[config.mk]
export PLATFORM = sky130hd
export DESIGN_NAME = mod_counter
export DESIGN_NICKNAME = d
export VERILOG_FILES = /design/src/rtl/mod_counter_pkg.sv /design/src/rtl/mod_counter_bcd.sv /design/src/rtl/mod_counter.sv
export SDC_FILE = /design/constraint.sdc
export NUM_CORES = 1
export LEC_CHECK = 0
export CAP_MARGIN = 15
export CORE_AREA = 3 3 48 50
export DETAILED_ROUTE_END_ITERATION = 7
export DIE_AREA = 0 0 51 53
export PLACE_DENSITY = 0.75
export SYNTH_ARGS = -nofsm -noshare
export SYNTH_HDL_FRONTEND = slang
export SYNTH_SLANG_ARGS = --single-unit
[constraint.sdc]
create_clock -name clk_i -period 1.85 [get_ports clk_i]
set_clock_uncertainty 0.1 [all_clocks]
set_input_delay 0.185 -clock clk_i [delete_from_list [all_inputs] [get_ports clk_i]]
set_output_delay 0.185 -clock clk_i [all_outputs]
set_load 0.005 [all_outputs]
[src/rtl/mod_counter_pkg.sv]
// Shared types and helpers for the modulo-N counter.
// The BCD helper is only instantiated when MOD_COUNTER_BCD_EN is defined.
package mod_counter_pkg;

   typedef enum logic [1:0] {
      OP_HOLD,
      OP_INC,
      OP_DEC,
      OP_LOAD
   } cnt_op_e;

   localparam int unsigned BCD_MAX_MODULUS = 100;

   // Valid for 0..99; the tens digit is found by threshold search, so no divider is needed.
   function automatic logic [7:0] bin2bcd2(input logic [6:0] bin);
      logic [3:0] tens;
      logic [6:0] rem;
      tens = '0;
      for (int unsigned i = 1; i < 10; i++) begin
         if (bin >= 7'(i * 10)) tens = 4'(i);
      end
      rem = bin - (7'(tens) * 7'd10);
      return {tens, rem[3:0]};
   endfunction

endpackage

[src/rtl/mod_counter_bcd.sv]
// Combinational two-digit BCD view of a counter value (0..99).
// Only instantiated by mod_counter when MOD_COUNTER_BCD_EN is defined.
module mod_counter_bcd
   import mod_counter_pkg::*;
#(
   parameter int unsigned WIDTH = 6
) (
   input  logic [WIDTH-1:0] i_count,
   output logic [3:0]       o_tens,
   output logic [3:0]       o_units
);

   logic [6:0] w_bin;
   logic [7:0] w_bcd;

   always_comb begin
      w_bin   = 7'(i_count);
      w_bcd   = bin2bcd2(w_bin);
      o_tens  = w_bcd[7:4];
      o_units = w_bcd[3:0];
   end

endmodule

[src/rtl/mod_counter.sv]
// Parametrised modulo-N up/down counter with load, wrap pulses and compare match.
// Define MOD_COUNTER_BCD_EN to add the bcd_tens_o/bcd_units_o outputs.
module mod_counter
   import mod_counter_pkg::*;
#(
   parameter int unsigned MODULUS   = 24,
   parameter int unsigned WIDTH     = 6,
   parameter int unsigned RESET_VAL = 0
) (
   input  logic             clk_i,
   input  logic             rst_i,
   input  logic             inc_i,
   input  logic             dec_i,
   input  logic             load_i,
   input  logic [WIDTH-1:0] load_val_i,
   input  logic [WIDTH-1:0] cmp_val_i,
   output logic [WIDTH-1:0] count_o,
   output logic             carry_o,
   output logic             borrow_o,
   output logic             load_err_o,
   output logic             match_o
`ifdef MOD_COUNTER_BCD_EN
   ,
   output logic [3:0]       bcd_tens_o,
   output logic [3:0]       bcd_units_o
`endif
);

   if (MODULUS < 2) begin : g_chk_modulus
      $error("mod_counter: MODULUS must be 2 or more");
   end
   if ((WIDTH < 32) && ((64'd1 << WIDTH) < 64'(MODULUS))) begin : g_chk_width
      $error("mod_counter: WIDTH too narrow for MODULUS");
   end
   if (RESET_VAL >= MODULUS) begin : g_chk_reset_val
      $error("mod_counter: RESET_VAL must be less than MODULUS");
   end

   // One extra bit so MODULUS == 2**WIDTH still compares correctly.
   localparam logic [WIDTH:0]   MOD_EXT = (WIDTH+1)'(MODULUS);
   localparam logic [WIDTH-1:0] LAST    = WIDTH'(MODULUS - 1);
   localparam logic [WIDTH-1:0] RST_CNT = WIDTH'(RESET_VAL);

   cnt_op_e          w_op;
   logic             w_load_ok;
   logic [WIDTH-1:0] w_count_nxt;
   logic             w_carry_nxt;
   logic             w_borrow_nxt;
   logic             w_err_nxt;

   logic [WIDTH-1:0] r_count;
   logic             r_carry;
   logic             r_borrow;
   logic             r_load_err;

   always_comb begin
      w_op = OP_HOLD;
      if (load_i)             w_op = OP_LOAD;
      else if (inc_i ^ dec_i) w_op = inc_i ? OP_INC : OP_DEC;
   end

   always_comb begin
      w_load_ok    = ({1'b0, load_val_i} < MOD_EXT);
      w_count_nxt  = r_count;
      w_carry_nxt  = 1'b0;
      w_borrow_nxt = 1'b0;
      w_err_nxt    = 1'b0;
      case (w_op)
         OP_LOAD: begin
            if (w_load_ok) w_count_nxt = load_val_i;
            else           w_err_nxt   = 1'b1;
         end
         OP_INC: begin
            if (r_count == LAST) begin
               w_count_nxt = '0;
               w_carry_nxt = 1'b1;
            end else begin
               w_count_nxt = r_count + 1'b1;
            end
         end
         OP_DEC: begin
            if (r_count == '0) begin
               w_count_nxt  = LAST;
               w_borrow_nxt = 1'b1;
            end else begin
               w_count_nxt = r_count - 1'b1;
            end
         end
         default: ;
      endcase
   end

   always_ff @(posedge clk_i) begin
      if (rst_i) begin
         r_count    <= RST_CNT;
         r_carry    <= 1'b0;
         r_borrow   <= 1'b0;
         r_load_err <= 1'b0;
      end else begin
         r_count    <= w_count_nxt;
         r_carry    <= w_carry_nxt;
         r_borrow   <= w_borrow_nxt;
         r_load_err <= w_err_nxt;
      end
   end

   always_comb begin
      count_o    = r_count;
      carry_o    = r_carry;
      borrow_o   = r_borrow;
      load_err_o = r_load_err;
      match_o    = (r_count == cmp_val_i) && ({1'b0, cmp_val_i} < MOD_EXT);
   end

`ifdef MOD_COUNTER_BCD_EN
   if (MODULUS > BCD_MAX_MODULUS) begin : g_chk_bcd
      $error("mod_counter: MODULUS too large for BCD outputs");
   end

   mod_counter_bcd #(
      .WIDTH (WIDTH)
   ) u_bcd (
      .i_count (r_count),
      .o_tens  (bcd_tens_o),
      .o_units (bcd_units_o)
   );
`endif

endmodule

# After elaboration in Yosys (flattened, before gate mapping)
# Index checks and enable logic that the tools add are counted.
# Widths: inputs -> output; s select.
[totals]
regBits = 9
latch_bits = 0
ramBits = 0
rom_bits = 0
input_bits = 17
out_inout_bits = 10
wordCells = 35
memories = 0
[classes]
n_addsub = 2
multipliers = 0
div_mod_pow = 0
n_lt_le_gt_ge = 2
eq_ne = 6
n_shift = 0
mux = 10
bitwise_logic = 4
reduce_logical = 7
[ops]
columns = ["op", "count"]
rows = [
  ["$mux 6", 3],
  ["$pmux 6 s3", 1],
  ["$lt 6x5->1 const B", 2],
  ["$add 6x1->6 const B", 1],
  ["$eq 6x5->1 const B", 1],
  ["$eq 6x6->1", 1],
  ["$logic_not 6->1", 1],
  ["$mux 2", 3],
  ["$reduce_or 2->1", 3],
  ["$sub 6x1->6 const B", 1],
  ["$eq 2x2->1 const B", 2],
  ["$mux 1", 3],
  ["$not 1->1", 3],
  ["$reduce_bool 3->1", 1],
  ["$eq 2x1->1 const B", 1],
  ["$ne 2x2->1 const B", 1],
  ["$reduce_and 2->1", 1],
  ["$logic_and 1x1->1", 1],
  ["$xor 1x1->1", 1],
]

# Depth between registers and ports, before layout
[depth]
ltp_word = 6
depth_mapped = 9
depth_no_buf = 8

# Least setup slack after synthesis
# No wires, ideal clock.
[synth_timing]
path_kind = "input to register"
from = "input port dec_i"
to = "register r_count[3] (netlist: count_o[3])"
setup_ns = 0.091
arrival_time_ns = 1.526
path_slack_ns = 0.133
cell_stages = 9
path_buffers = 1
path_cell_list = "inv_1 > a21o_1 > inv_1 > ha_1 > buf_2 > or4b_1 > a21oi_1 > o21ai_1 > a311oi_1"
[synth_via]
elab_chain_len = 6
word_cells_on_any_way = 10
classes_between = "eq/ne: 4; mux: 3; bitwise: 1; reduce/logical: 2"
[synth_rtl]
columns = ["item", "line", "source"]
rows = [
  ["start: declaration", "mod_counter.sv:13", "input logic dec_i,"],
  ["$xor 1x1->1 *", "mod_counter.sv:59", "else if (inc_i ^ dec_i) w_op = inc_i ? OP_INC : OP_DEC;"],
  ["$mux 2 *", "mod_counter.sv:59", ""],
  ["$mux 2 *", "mod_counter.sv:58", "if (load_i) w_op = OP_LOAD;"],
  ["$eq 2x2->1 / $eq 2x1->1 (equally long branches)", "mod_counter.sv:68", "case (w_op)"],
  ["$ne 2x2->1 (no source line) / $reduce_bool 3->1 (equally long branches)", "--", ""],
  ["$reduce_and 2->1 (no source line)", "--", ""],
  ["end signal: assignment", "mod_counter.sv:100", "r_count <= w_count_nxt;"],
  ["end: declaration", "mod_counter.sv:51", "logic [WIDTH-1:0] r_count;"],
]
# Mark *: on every way between the ends. The rest lies on a longest branch, timed or not.
# A chain may end at the register's enable or synchronous reset.

# Worst setup path in the final report
[layout_timing]
from = "register r_count[0] (netlist: count_o[0])"
to = "register r_count[4] (netlist: count_o[4])"
[layout_via]
elab_chain_len = 3
word_cells_on_any_way = 7
classes_between = "add/sub: 2; eq/ne: 1; mux: 3; reduce/logical: 1"
[layout_rtl]
columns = ["item", "line", "source"]
rows = [
  ["$sub 6x1->6, or another cell as far along", "mod_counter.sv:86", "w_count_nxt = r_count - 1'b1;"],
  ["$mux 6, on equally long branches", "mod_counter.sv:82, mod_counter.sv:74", ""],
  ["$pmux 6 s3 *", "mod_counter.sv:68", ""],
]
# Marks and branches as above.

==> results.md <==
* Hold Crit Class: input pin to register
* Syn Nets at 130
* Asr flop ratio synth at 0
* Crit path capture: count_o[4]
* DR iter-0 viols at 26
* Slew Viols, Final at 0
* HPWL reported at the end of detailed placement at 1.90 mm
* Max-slew headroom at 0.734
* DR pass1 iterations at 5
* Initial Util at 0.433
* Final Util at 0.693
* Antenna Cells at 0
* Worst-margin pin slew at 0.394 ns
* Final hold violations at 0
* Nets at 178
* CTS sink cnt at 9
* Status: complete, no violations
* Leakage power at 0.579 nW
* Cell row count at 16
* Setup ws final at a little under 0.08 ns
* #FFs+latches synth at 9
* Synthesis warning total at 0
* Top achievable clock speed at 0.564 GHz
* Initial antenna violation count at 0
* Share of post-route cells with drive strength above 1 at 0.277
* Die footprint at between 0.002 and 0.003 mm^2
* Critical Path RT at 1.92 ns
* Startpoint Class: register
* CTS clk-pin slew, worst paths at 0.07 ns
* Vias in the first global route at approximately 960
* Skew-Pair Late Insertion Delay at 0.28 ns
* Power per cell area at just over 600 mW/mm^2
* Detail Route Antenna Nets at 0
* Die height at 53 um
* Vias/cell at roughly 5.6
* Synth Area per Inst at 7.79 um^2
* Root Driver: clkbuf_4
* Worst-case clock buffer depth at 2
* First-pass GRT wire length at 4.24 mm
* Final wirelength at 2.67 mm
* Yosys top cell by area: dfxtp_1
* Commonest cells in the synthesized netlist: 10 x nor2_1, 9 x dfxtp_1, 7 x a21oi_1, 7 x inv_1, 7 x nand2_1
* R2R Setup Slk at just under 0.08 ns
* R2r startpoint: count_o[0]
* GRT overflow at 0
* Post-Syn Area at 841 um^2
* Num CTS Buffers at 3
* Fin crit share at 0.958
* IO buf count at 26
* Top cell type's share of synthesized area at 0.214
* Synth Instances at approximately 110
* Crit end category: register
* WL/cell at 14.7 um
* Endpoints failing setup at 0
* Core Area at 0.00194 mm^2
* H-tree depth at 1
* CP Class: register to register
* GRT Util Overall at 0.211
* DRC viols at 0
* Syn-to-layout area delta at 60.0%
* Filler Cells Inserted at between 150 and 200
* Setup slack at placement at -0.356 ns
* Top Ports at 27
* Design area at 0.00135 mm^2
* R2R depth at 5
* CTS tree: yes
* DR vias at slightly above 1,000
* Die width at between 50 and 60 um
* Pwr Total at 0.000837 W
* Arr. time, crit path at 1.84 ns
* Count leader, synth: nor2_1
* Crit path max fanout at 5
* Predominant post-synthesis flop cell: dfxtp_1
* Worst setup startpoint: count_o[0]
* Gp weighted congestion at 0.922
* Placed instance area at 0.00123 mm^2
* Number of synthesized flops with an enable pin at 0
* Crit path time final at 1.77 ns
* Max_cap viols at 0
* Synth area leaders: dfxtp_1 21%, ha_1 7.4%, xor2_1 5.2%
* FF-to-FF End: count_o[4]
* Maximum vdd drop at 375 uV
* Netlist cell types at 42
* Register area share after synthesis at 0.214
* Largest net degree at the start of global routing at 13
==> layout by cell type, fill, tap and decap left out, drive strengths merged, types with 3 or more instances in the layout <==
| cell type | n |
|---|---|
| buf | 25 |
| xor2 | 5 |
| dfxtp | 9 |
| a21o | 4 |
| clkbuf | 5 |
| a21oi | 7 |
| ha | 5 |
| clkdlybuf4s50 | 22 |
| nand2 | 7 |
| nor3 | 3 |
| nor4b | 3 |
| o211ai | 4 |
| nand3 | 6 |
| nor2 | 10 |
| inv | 7 |
==> kinds of logic (layout without fill, tap and decap cells) <==
logic type | Yosys count | in the layout | synth area share
adders and majority gates | 5 | 5 | 0.0744
AOI/OAI and AO/OA | 31 | 31 | 0.269
xor gates and xnor gates | 6 | 6 | 0.0625
DFF | 9 | 9 | 0.214
muxes | 1 | 1 | 0.0119
and+or+nand+nor | 41 | 41 | 0.277
buffers and inverters | 15 | 62 | 0.0908
==> flip-flops by register name (all words and copies together) (netlist names) <==
| register | cells |
|---|---|
| load_err_o | 1 |
| borrow_o | 1 |
| carry_o | 1 |
| count_o | 6 |
==> worst max-delay path, stage by stage, from the launching register on <==
cell	delay (ns)
dfxtp_1	0.46
ha_1	0.23
nand4b_1	0.13
o21a_1	0.25
a221oi_1	0.37
o41ai_1	0.12
==> layout make-up <==
cell class / instances / area, um^2 / area share
repair buffers: 51 / 450 / 0.335
well taps: 27 / 33.8 / 0.0251
inverters: 7 / 26.3 / 0.0195
flip-flops and latches: 9 / 181 / 0.135
multi-input cells: 84 / 627 / 0.466
clock buffers: 4 / 26.3 / 0.0195
==> worst min path at each step <==
stage	start	endpoint	slack, ns	cells after the start
after floorplan	load_val_i[4]	count_o[4]	0.28	2
after global placement	count_o[1]	count_o[1]	0.54	3
after detailed placement	count_o[1]	count_o[1]	0.55	3
after CTS	rst_i	borrow_o	0.41	2
after global routing	rst_i	borrow_o	0.46	2
final	rst_i	borrow_o	0.42	2
==> per-layer routing <==
metal	global-route usage	up-vias	wire, um
li1	-	494	-
met1	0.236	465	1070
met2	0.373	52	1350
met3	0.0338	9	172
met4	0.130	0	71
met5	0	-	0
==> power by group <==
part | switching (W) | internal (W)
sequential | 0.0000177 | 0.000212
clock | 0.0000842 | 0.0000839
combinational | 0.000207 | 0.000233
==> through the flow <==
step | TNS (ns) | instances | hold slack [ns]
after floorplan | 0 | 108 | 0.275
after global placement | -1.64 | 173 | 0.538
after detailed placement | -1.89 | 173 | 0.551
after CTS | 0 | 178 | 0.412
after global routing | -0.00670 | 182 | 0.459
final | 0 | 182 | 0.422
==> what timing repair did <==
action | 4_1_cts | 5_1_grt
pin swaps | 2 | 4
setup buffers | 1 | 4
hold buffers | 0 | 0
hold endpoints to repair | 0 | 0
setup endpoints to repair | 3 | 6
resized for setup | 6 | 11
Note: power is estimated with default switching activity, not from simulation.
